<file path="config.mk">
export PLATFORM = sky130hd
export DESIGN_NAME = poly_rom_loader
export DESIGN_NICKNAME = d
export VERILOG_FILES = /design/src/rtl/poly_pkg.sv /design/src/rtl/poly_rom_loader.sv
export SDC_FILE = /design/constraint.sdc
export NUM_CORES = 1
export LEC_CHECK = 0
export ABC_CLOCK_PERIOD_IN_PS = 3900
export CORE_MARGIN = 8
export CORE_UTILIZATION = 44
export DETAILED_ROUTE_END_ITERATION = 16
export GPL_ROUTABILITY_DRIVEN = 0
export GPL_TIMING_DRIVEN = 0
export PLACE_DENSITY = 0.75
export SYNTH_ARGS = -nofsm -noshare
export SYNTH_HDL_FRONTEND = slang
export SYNTH_SLANG_ARGS = --single-unit
</file>
<file path="constraint.sdc">
create_clock -name clk_sys -period 3.9 [get_ports clk_sys]
set_input_delay 0.78 -clock clk_sys [delete_from_list [all_inputs] [get_ports clk_sys]]
set_output_delay 0.78 -clock clk_sys [all_outputs]
set_load 0.01 [all_outputs]
</file>
<file path="src/rtl/poly_pkg.sv">
// Shared types and constants for the Poly-Play ROM download path.
package poly_pkg;

  typedef enum logic [1:0] {
    ST_IDLE  = 2'd0,
    ST_LOAD  = 2'd1,
    ST_HOLD  = 2'd2,
    ST_READY = 2'd3
  } loader_state_t;

  localparam logic [7:0] IDX_ROM = 8'd0;
  localparam logic [7:0] IDX_TNO = 8'd1;

  localparam int ROM_AW = 16;

endpackage

</file>
<file path="src/rtl/poly_rom_loader.sv">
// Converts the hps_io download stream into ROM write strobes for the
// Poly-Play core, captures the title number and sequences core reset.
//
// state    | meaning
// ---------+--------------------------------------------------------------
// ST_IDLE  | no ROM loaded since reset; core held in reset
// ST_LOAD  | index-0 download active; bytes forwarded to the core ROM
// ST_HOLD  | download ended; core kept in reset for HOLD_CYCLES cycles
// ST_READY | ROM loaded and settled; core running
module poly_rom_loader
  import poly_pkg::*;
#(
  parameter int ROM_BYTES   = 65536,
  parameter int HOLD_CYCLES = 16
) (
  input  logic              clk_sys,
  input  logic              reset_n,
  input  logic              ioctl_download,
  input  logic [7:0]        ioctl_index,
  input  logic              ioctl_wr,
  input  logic [24:0]       ioctl_addr,
  input  logic [7:0]        ioctl_dout,
  output logic              dn_wr,
  output logic [ROM_AW-1:0] dn_addr,
  output logic [7:0]        dn_data,
  output logic [7:0]        tno,
  output logic              core_reset,
  output logic              rom_ok,
  output logic              overflow,
  output logic [16:0]       byte_count,
  output logic [15:0]       checksum
);

  localparam int          HCW       = $clog2(HOLD_CYCLES) + 1;
  localparam logic [16:0] COUNT_MAX = '1;

  loader_state_t  state;
  logic [HCW-1:0] hold_cnt;
  logic           dl_armed;

  logic rom_wr;
  logic in_range;
  logic start_load;

  assign rom_wr     = ioctl_wr && (ioctl_index == IDX_ROM);
  assign in_range   = ioctl_addr < 25'(ROM_BYTES);
  // A transfer already in flight when reset lifts must end before a new
  // download may start; dl_armed records that download has been seen low.
  assign start_load = dl_armed && ioctl_download && (ioctl_index == IDX_ROM);

  // Loader sequencing, ROM write strobes and diagnostic counters.
  always_ff @(posedge clk_sys or negedge reset_n) begin
    if (!reset_n) begin
      state      <= ST_IDLE;
      hold_cnt   <= '0;
      dl_armed   <= 1'b0;
      dn_wr      <= 1'b0;
      dn_addr    <= '0;
      dn_data    <= '0;
      core_reset <= 1'b1;
      rom_ok     <= 1'b0;
      overflow   <= 1'b0;
      byte_count <= '0;
      checksum   <= '0;
    end else begin
      dn_wr <= 1'b0;
      if (!ioctl_download) dl_armed <= 1'b1;

      case (state)
        ST_LOAD: begin
          if (rom_wr) begin
            if (in_range) begin
              dn_wr    <= 1'b1;
              dn_addr  <= ioctl_addr[ROM_AW-1:0];
              dn_data  <= ioctl_dout;
              checksum <= checksum + {8'd0, ioctl_dout};
              if (byte_count != COUNT_MAX) byte_count <= byte_count + 17'd1;
            end else begin
              overflow <= 1'b1;
            end
          end
          // A byte arriving on the same cycle download drops is still taken.
          if (!ioctl_download) begin
            state    <= ST_HOLD;
            hold_cnt <= HCW'(HOLD_CYCLES - 1);
          end
        end

        ST_IDLE, ST_READY, ST_HOLD: begin
          if (start_load) begin
            state      <= ST_LOAD;
            core_reset <= 1'b1;
            rom_ok     <= 1'b0;
            overflow   <= 1'b0;
            byte_count <= '0;
            checksum   <= '0;
          end else if (state == ST_HOLD) begin
            if (hold_cnt == '0) begin
              state      <= ST_READY;
              core_reset <= 1'b0;
              rom_ok     <= !overflow;
            end else begin
              hold_cnt <= hold_cnt - 1'b1;
            end
          end
        end

        default: state <= ST_IDLE;
      endcase
    end
  end

  // Title number capture; independent of the loader state.
  always_ff @(posedge clk_sys or negedge reset_n) begin
    if (!reset_n) begin
      tno <= '0;
    end else if (ioctl_wr && (ioctl_index == IDX_TNO)) begin
      tno <= ioctl_dout;
    end
  end

endmodule

</file>
==> flow_summary_export.csv, run 1 <==
group,metric,value,unit
drt,drc_errors,0,
global_routing,grt_max_degree,50,
pwr,seqPwrFrac,0.419,
critical_path,path_cells,"clkdlybuf4s50_1, nor4_4, nand4b_2, o31ai_2, clkbuf_1, nand4b_1, xor2_1, nor2_1",
drt,post_drt_wl_per_cell,16.68,um
critical_path,worstSetupStartpointType,"input pin",
pwr,switching_share,0.3212,
yosys,seq_area_frac_synth,0.5071,
pwr,combPwrFrac,0.299,
layout,drive_above_1_share,0.1203,
drt,detail_route.iter0.violations,69,
critical_path,cp_max_fo,10,
layout,syn_to_final_growth,39.82,%
layout,multi_input_area,1788,um^2
drt,vias,3155,
placement,dp_hpwl,7657,um
drt,finalWirelength,9841,um
yosys,syn-cell-area,3802,um^2
yosys,synthTopCellsByArea,"dfrtp_1, mux2_2, ha_1",
critical_path,reg2reg_slack,1.15,ns
yosys,synth_warnings,0,
placement,dp.cells,574,
status,status,"completed",
sta,fin_skew,0.006924,ns
pwr,p_leak,0.002362,uW
critical_path,critPathKind,"input pin to flip-flop",
yosys,synth_flop_cell,"dfrtp_1",
global_routing,grt_pass1_vias,3355,
pwr,p_total,2398,uW
pwr,ir_worst_vdd,0.2387,mV
sta,period_share,0.7355,
global_routing,grt_antenna_before_repair,0,
drt,drt-vias-per-instance,5.347,
critical_path,worstPathRequired,4.18,ns
pwr,p_int,1628,uW
sta,grt_setup_unrepaired,"false",
layout,fin_cells,590,
layout,diodes,0,
clocking,cts_buffers,9,
critical_path,critPathCaptureType,"flip-flop",
pwr,switchingPower,770.1,uW
layout,final_nets,538,
critical_path,cpPeakStageDelay,0.44,ns
yosys,ys_types,49,
sta,worst_pin_slew,0.6252,ns
clocking,h-tree-depth,3,
clocking,path_clk_slew,0.08,ns
global_routing,grt_use_total,0.1720,
floorplanning,die_w,109.0,um
yosys,synth_edf_count,0,
yosys,yosys.area.top_type_share,0.5002,
floorplanning,core,8551,um^2
pwr,powerDensity,451.0,nW/um^2
clocking,clockBufferDepth,2,
global_routing,grt_overflow,0,
sta,max_freq,0.3486,GHz
yosys,synthArstFlopShare,1.000,
layout,fillCellCount,723,
sta,slew-limit-headroom,0.5773,
floorplanning,io_pins,114,
drt,detail-route-antenna-nets,0,
pwr,p_clk_frac,0.282,
clocking,cts.sinks,77,
floorplanning,rows,34,
clocking,post_cts_resized,0,
clocking,postCtsHoldBufs,0,
yosys,yosys.area.top_type,"dfrtp_1",
yosys,avgSynthCellArea,10.80,um^2
floorplanning,fp.dieH,109.0,um
sta,slew_violations,0,
clocking,cts_root_buf,"clkbuf_8",
global_routing,grt_pass1_wl,16240,um
sta,post-route-min-period,2.868,ns
layout,regArea,1928,um^2
yosys,synth_nets,413,
yosys,syn_inst,352,
sta,setup_tns,0,ns
sta,hold_viol_final,0,
clocking,clock_latency,0.35,ns
yosys,ys_ff_latch,77,
drt,firstDrtPassIters,4,
critical_path,slowest_stage,"clkdlybuf4s50_1",
floorplanning,die_area,11870,um^2
placement,port_buffers,113,
worst_hold_path,hold_path_class,"input pin to async pin",
sta,finalSetupViolCount,0,
floorplanning,start_util,0.4447,
clocking,cts_tree,"yes",
critical_path,crit_arrival,3.15,ns
flow_run,cap_violations,0,
clocking,post-cts-setup-buffer-count,0,
[worst max-delay path: cells and delay by family]
kind / cells / cell delay [ns]
simple gates: 4 / 0.97
buf+inv: 2 / 0.85
compound gates: 1 / 0.38
xor+xnor: 1 / 0.16
[cells by family (layout without fill, tap and decap cells)]
| family | count (synthesis) | after routing | share of synthesized area |
|---|---|---|---|
| AND/OR/NAND/NOR | 118 | 118 | 0.1626 |
| flip-flops | 77 | 77 | 0.5071 |
| multiplexers | 30 | 30 | 0.08884 |
| XOR/XNOR | 19 | 19 | 0.04376 |
| adder cells (fa/ha/maj) | 16 | 16 | 0.05462 |
| AO/OA/AOI/OAI | 70 | 70 | 0.1204 |
| buffers and inverters | 22 | 152 | 0.02271 |
[final cells by class]
cell class | instances | share of cell area
Sequential cell | 77 | 0.3627
Multi-Input combinational cell | 253 | 0.3363
Timing Repair Buffer | 114 | 0.2175
Tap cell | 108 | 0.02542
Clock buffer | 9 | 0.02330
Clock inverter | 7 | 0.01859
Inverter | 13 | 0.009179
Buffer | 9 | 0.007060
[final timing paths]
path / startpoint / to / cells past startpoint
min: reset_n / byte_count[14] / 1
max: ioctl_index[5] / byte_count[10] / 8
min in group clk_sys: rom_ok / rom_ok / 1
min reg2reg: rom_ok / rom_ok / 1
max in group asynchronous: reset_n / core_reset / 2
max reg2reg: byte_count[0] / byte_count[10] / 12
[synth_stat cells, types with 2 or more instances]
cell,number
dfrtp_1,76
nand2_1,37
mux2_2,30
nor2_1,23
o21ai_0,22
a21oi_1,19
ha_1,15
nand3_1,14
inv_1,13
xor2_1,10
xnor2_1,9
clkbuf_1,8
or3_1,8
a21o_1,7
nor3_1,5
nand4_1,4
and2_1,3
nand4b_1,3
nor4_1,3
nor4b_1,3
o31ai_1,3
a211oi_1,2
a31oi_1,2
a32o_1,2
and3_1,2
nand2b_1,2
nor2b_1,2
o21a_1,2
o31a_1,2
o31ai_2,2
[registers in the layout, summed over array words and instances (netlist names)]
register    flops
checksum       16
dn_data         8
dn_addr        16
overflow        1
hold_cnt        5
dl_armed        1
byte_count     17
core_reset      1
dn_wr           1
rom_ok          1
tno             8
state           2
[placed cells by master (no fill, tap or decap), types with 10 or more instances in the layout]
master           synthesis  layout
clkdlybuf4s50_1          0     112
dfrtp_1                 76      76
inv_1                   13      13
mux2_2                  30      30
nand3_1                 14      14
a21oi_1                 19      19
nand2_1                 37      37
nor2_1                  23      23
ha_1                    15      15
xor2_1                  10      10
o21ai_0                 22      22
[per-stage QoR]
step / cell area (um^2) / utilization / worst slack [ns] / hold slack [ns]
finish: 5316 / 0.6217 / 1.032 / 0.3574
global route: 5316 / 0.6217 / 0.8361 / 0.3720
CTS: 5316 / 0.6217 / 1.043 / 0.3587
detailed placement: 5094 / 0.5957 / 0.6822 / 0.4658
global placement: 5069 / 0.5928 / -0.7358 / 0.4619
floorplan: 3802 / - / 1.404 / 0.4490
[power groups by stage]
stage               registers, uW  logic [uW]  clock network, uW
global placement             1010         690                  0
floorplan                    1030         377                  0
detailed placement           1020         716                  0
finish                       1010         716                676
global route                 1020         802                721
CTS                          1000         723                689
[routing by layer]
layer / part of all wire / track usage / up-vias
met5: 0 / 0 / -
met4: 0.014 / 0.05767 / 0
met3: 0.11 / 0.08274 / 14
met2: 0.49 / 0.2816 / 89
met1: 0.39 / 0.1925 / 1543
li1: - / - / 1509
Power figures use the tool's default switching activity.
==> inputs of run 2 (changes only) <==
Settings changed: ABC_CLOCK_PERIOD_IN_PS 3900 to 2400, CORE_UTILIZATION 44 to 43, PLACE_DENSITY 0.75 to 0.76.
Clock period 3.9 ns to 2.4 ns, I/O delays scaled along.
==> flow_summary_export.csv, run 2 (synthesis gave the netlist of run 1 again) <==
group,metric,value,unit
layout,largest_registers,"byte_count (17), checksum (16), dn_addr (16)",
sta,max_freq,0.4238,GHz
floorplanning,core,8636,um^2
drt,drc_errors,0,
layout,largest_reg_flops,17,
clocking,cts_tree,"yes",
sta,fin_skew,0.009678,ns
layout,top_register,"byte_count",
layout,final_area,5694,um^2
critical_path,critPathKind,"input pin to flip-flop",
sta,period_share,0.9831,
placement,dpl_cell_area,5095,um^2
clocking,postCtsHoldBufs,0,
layout,multi_input_area,1976,um^2
clocking,cts.sinks,77,
floorplanning,die_w,110.0,um
critical_path,cp_max_fo,5,
critical_path,critPathCaptureType,"flip-flop",
layout,final_nets,559,
critical_path,slowest_stage,"or4_4",
critical_path,timing.rr.end,"byte_count[11]",
critical_path,crit_arrival,2.64,ns
critical_path,reg2reg_depth,11,
sta,slew-limit-headroom,0.5793,
sta,setup_ws,0.04049,ns
layout,drive_above_1_share,0.2247,
sta,finalSetupViolCount,0,
pwr,ir_worst_vdd,0.3965,mV
global_routing,grt_pass1_vias,3421,
layout,fillCellCount,663,
clocking,cts_root_buf,"clkbuf_8",
floorplanning,die_area,12110,um^2
placement,dp_hpwl,7603,um
global_routing,grt_pass1_wl,16820,um
drt,detail-route-antenna-nets,0,
sta,holdWs,0.08092,ns
global_routing,grt_overflow,0,
global_routing,grt_use_total,0.1776,
layout,regArea,1931,um^2
clocking,cts_buffers,9,
critical_path,worstPathRequired,2.68,ns
drt,firstDrtPassIters,4,
status,status,"completed",
floorplanning,rows,34,
global_routing,grt_max_degree,41,
floorplanning,start_util,0.4403,
flow_run,cap_violations,0,
floorplanning,io_pins,114,
pwr,powerDensity,727.1,nW/um^2
drt,detail_route.iter0.violations,67,
drt,finalWirelength,10520,um
clocking,h-tree-depth,3,
drt,post_drt_wl_per_cell,17.21,um
global_routing,grt_antenna_before_repair,0,
drt,vias,3304,
pwr,p_leak,0.002543,uW
placement,port_buffers,113,
critical_path,r2r_start,"byte_count[0]",
critical_path,cpMostUsedCell,"nand2_2",
sta,worst_pin_slew,0.6223,ns
critical_path,worstSetupStartpointType,"input pin",
critical_path,cpPeakStageDelay,0.52,ns
sta,slew_violations,0,
placement,pre_cts_ws,-0.5309,ns
floorplanning,fp.dieH,110.0,um
layout,syn_to_final_growth,49.75,%
worst_hold_path,hold_path_class,"input pin to async pin",
layout,diodes,0,
sta,hold_viol_final,0,
clocking,clock_latency,0.36,ns
clocking,path_clk_slew,0.09,ns
critical_path,reg2reg_slack,0.07,ns
drt,drt-vias-per-instance,5.408,
clocking,clockBufferDepth,2,
pwr,p_total,4140,uW
layout,most-common-layout-cells,"clkdlybuf4s50_1, dfrtp_1, nand2_1, mux2_2, buf_4",
critical_path,path_cells,"clkdlybuf4s50_1, nor3_4, nand2_2, o31ai_4, buf_4, nand2_2, or4_4, a21oi_2",
layout,final_common_cell,"clkdlybuf4s50_1",
sta,post-route-min-period,2.360,ns
-- run 2: area by class of cell --
cell class | count | area share
Tap cell | 108 | 0.02373
Clock inverter | 7 | 0.01846
Timing Repair Buffer | 136 | 0.2323
Sequential cell | 77 | 0.3390
Buffer | 8 | 0.009229
Multi-Input combinational cell | 253 | 0.3470
Inverter | 13 | 0.008570
Clock buffer | 9 | 0.02175
-- run 2: worst max-delay path by stage --
stage,startpoint,endpoint,slack (ns),cells after the start
after floorplan,byte_count[0],byte_count[11],0.02,11
after global placement,reset_n,tno[3],-1.89,1
after detailed placement,ioctl_dout[0],checksum[12],-0.53,10
after CTS,byte_count[1],byte_count[13],0.001,11
after global routing,ioctl_index[3],byte_count[11],-0.02,8
final,ioctl_index[3],byte_count[11],0.04,8
-- run 2: metal layers --
metal / track usage / up-vias / wire (um)
li1: - / 1551 / -
met1: 0.2097 / 1617 / 4163
met2: 0.2800 / 113 / 4989
met3: 0.08779 / 23 / 1116
met4: 0.05111 / 0 / 246
met5: 0 / - / 0
-- run 2: where the power goes --
part           total, uW  switching, uW  leakage, uW  internal [uW]
registers           1640            172      0.00101           1470
clock network       1140            537     0.000112            602
logic               1360            649      0.00142            711
total               4140           1360      0.00254           2780
-- run 2: critical path, delay by kind of cell --
kind / cells / cell delay, ns
and+or+nand+nor: 4 / 1.06
buffers and inverters: 2 / 0.63
AOI/OAI and AO/OA: 2 / 0.47
-- run 2: repair_timing --
action / in CTS / in global routing
pin swaps: 5 / 15
setup endpoints to repair: 48 / 42
gates resized for setup: 18 / 39
setup buffers: 5 / 17
-- run 2: per-stage QoR --
step / utilization / std cells / TNS (ns)
finish: 0.6594 / 611 / 0
global route: 0.6594 / 611 / -0.02491
global placement: 0.5879 / 573 / -165.98
floorplan: - / 352 / 0
CTS: 0.6276 / 594 / 0
detailed placement: 0.5900 / 574 / -24.21
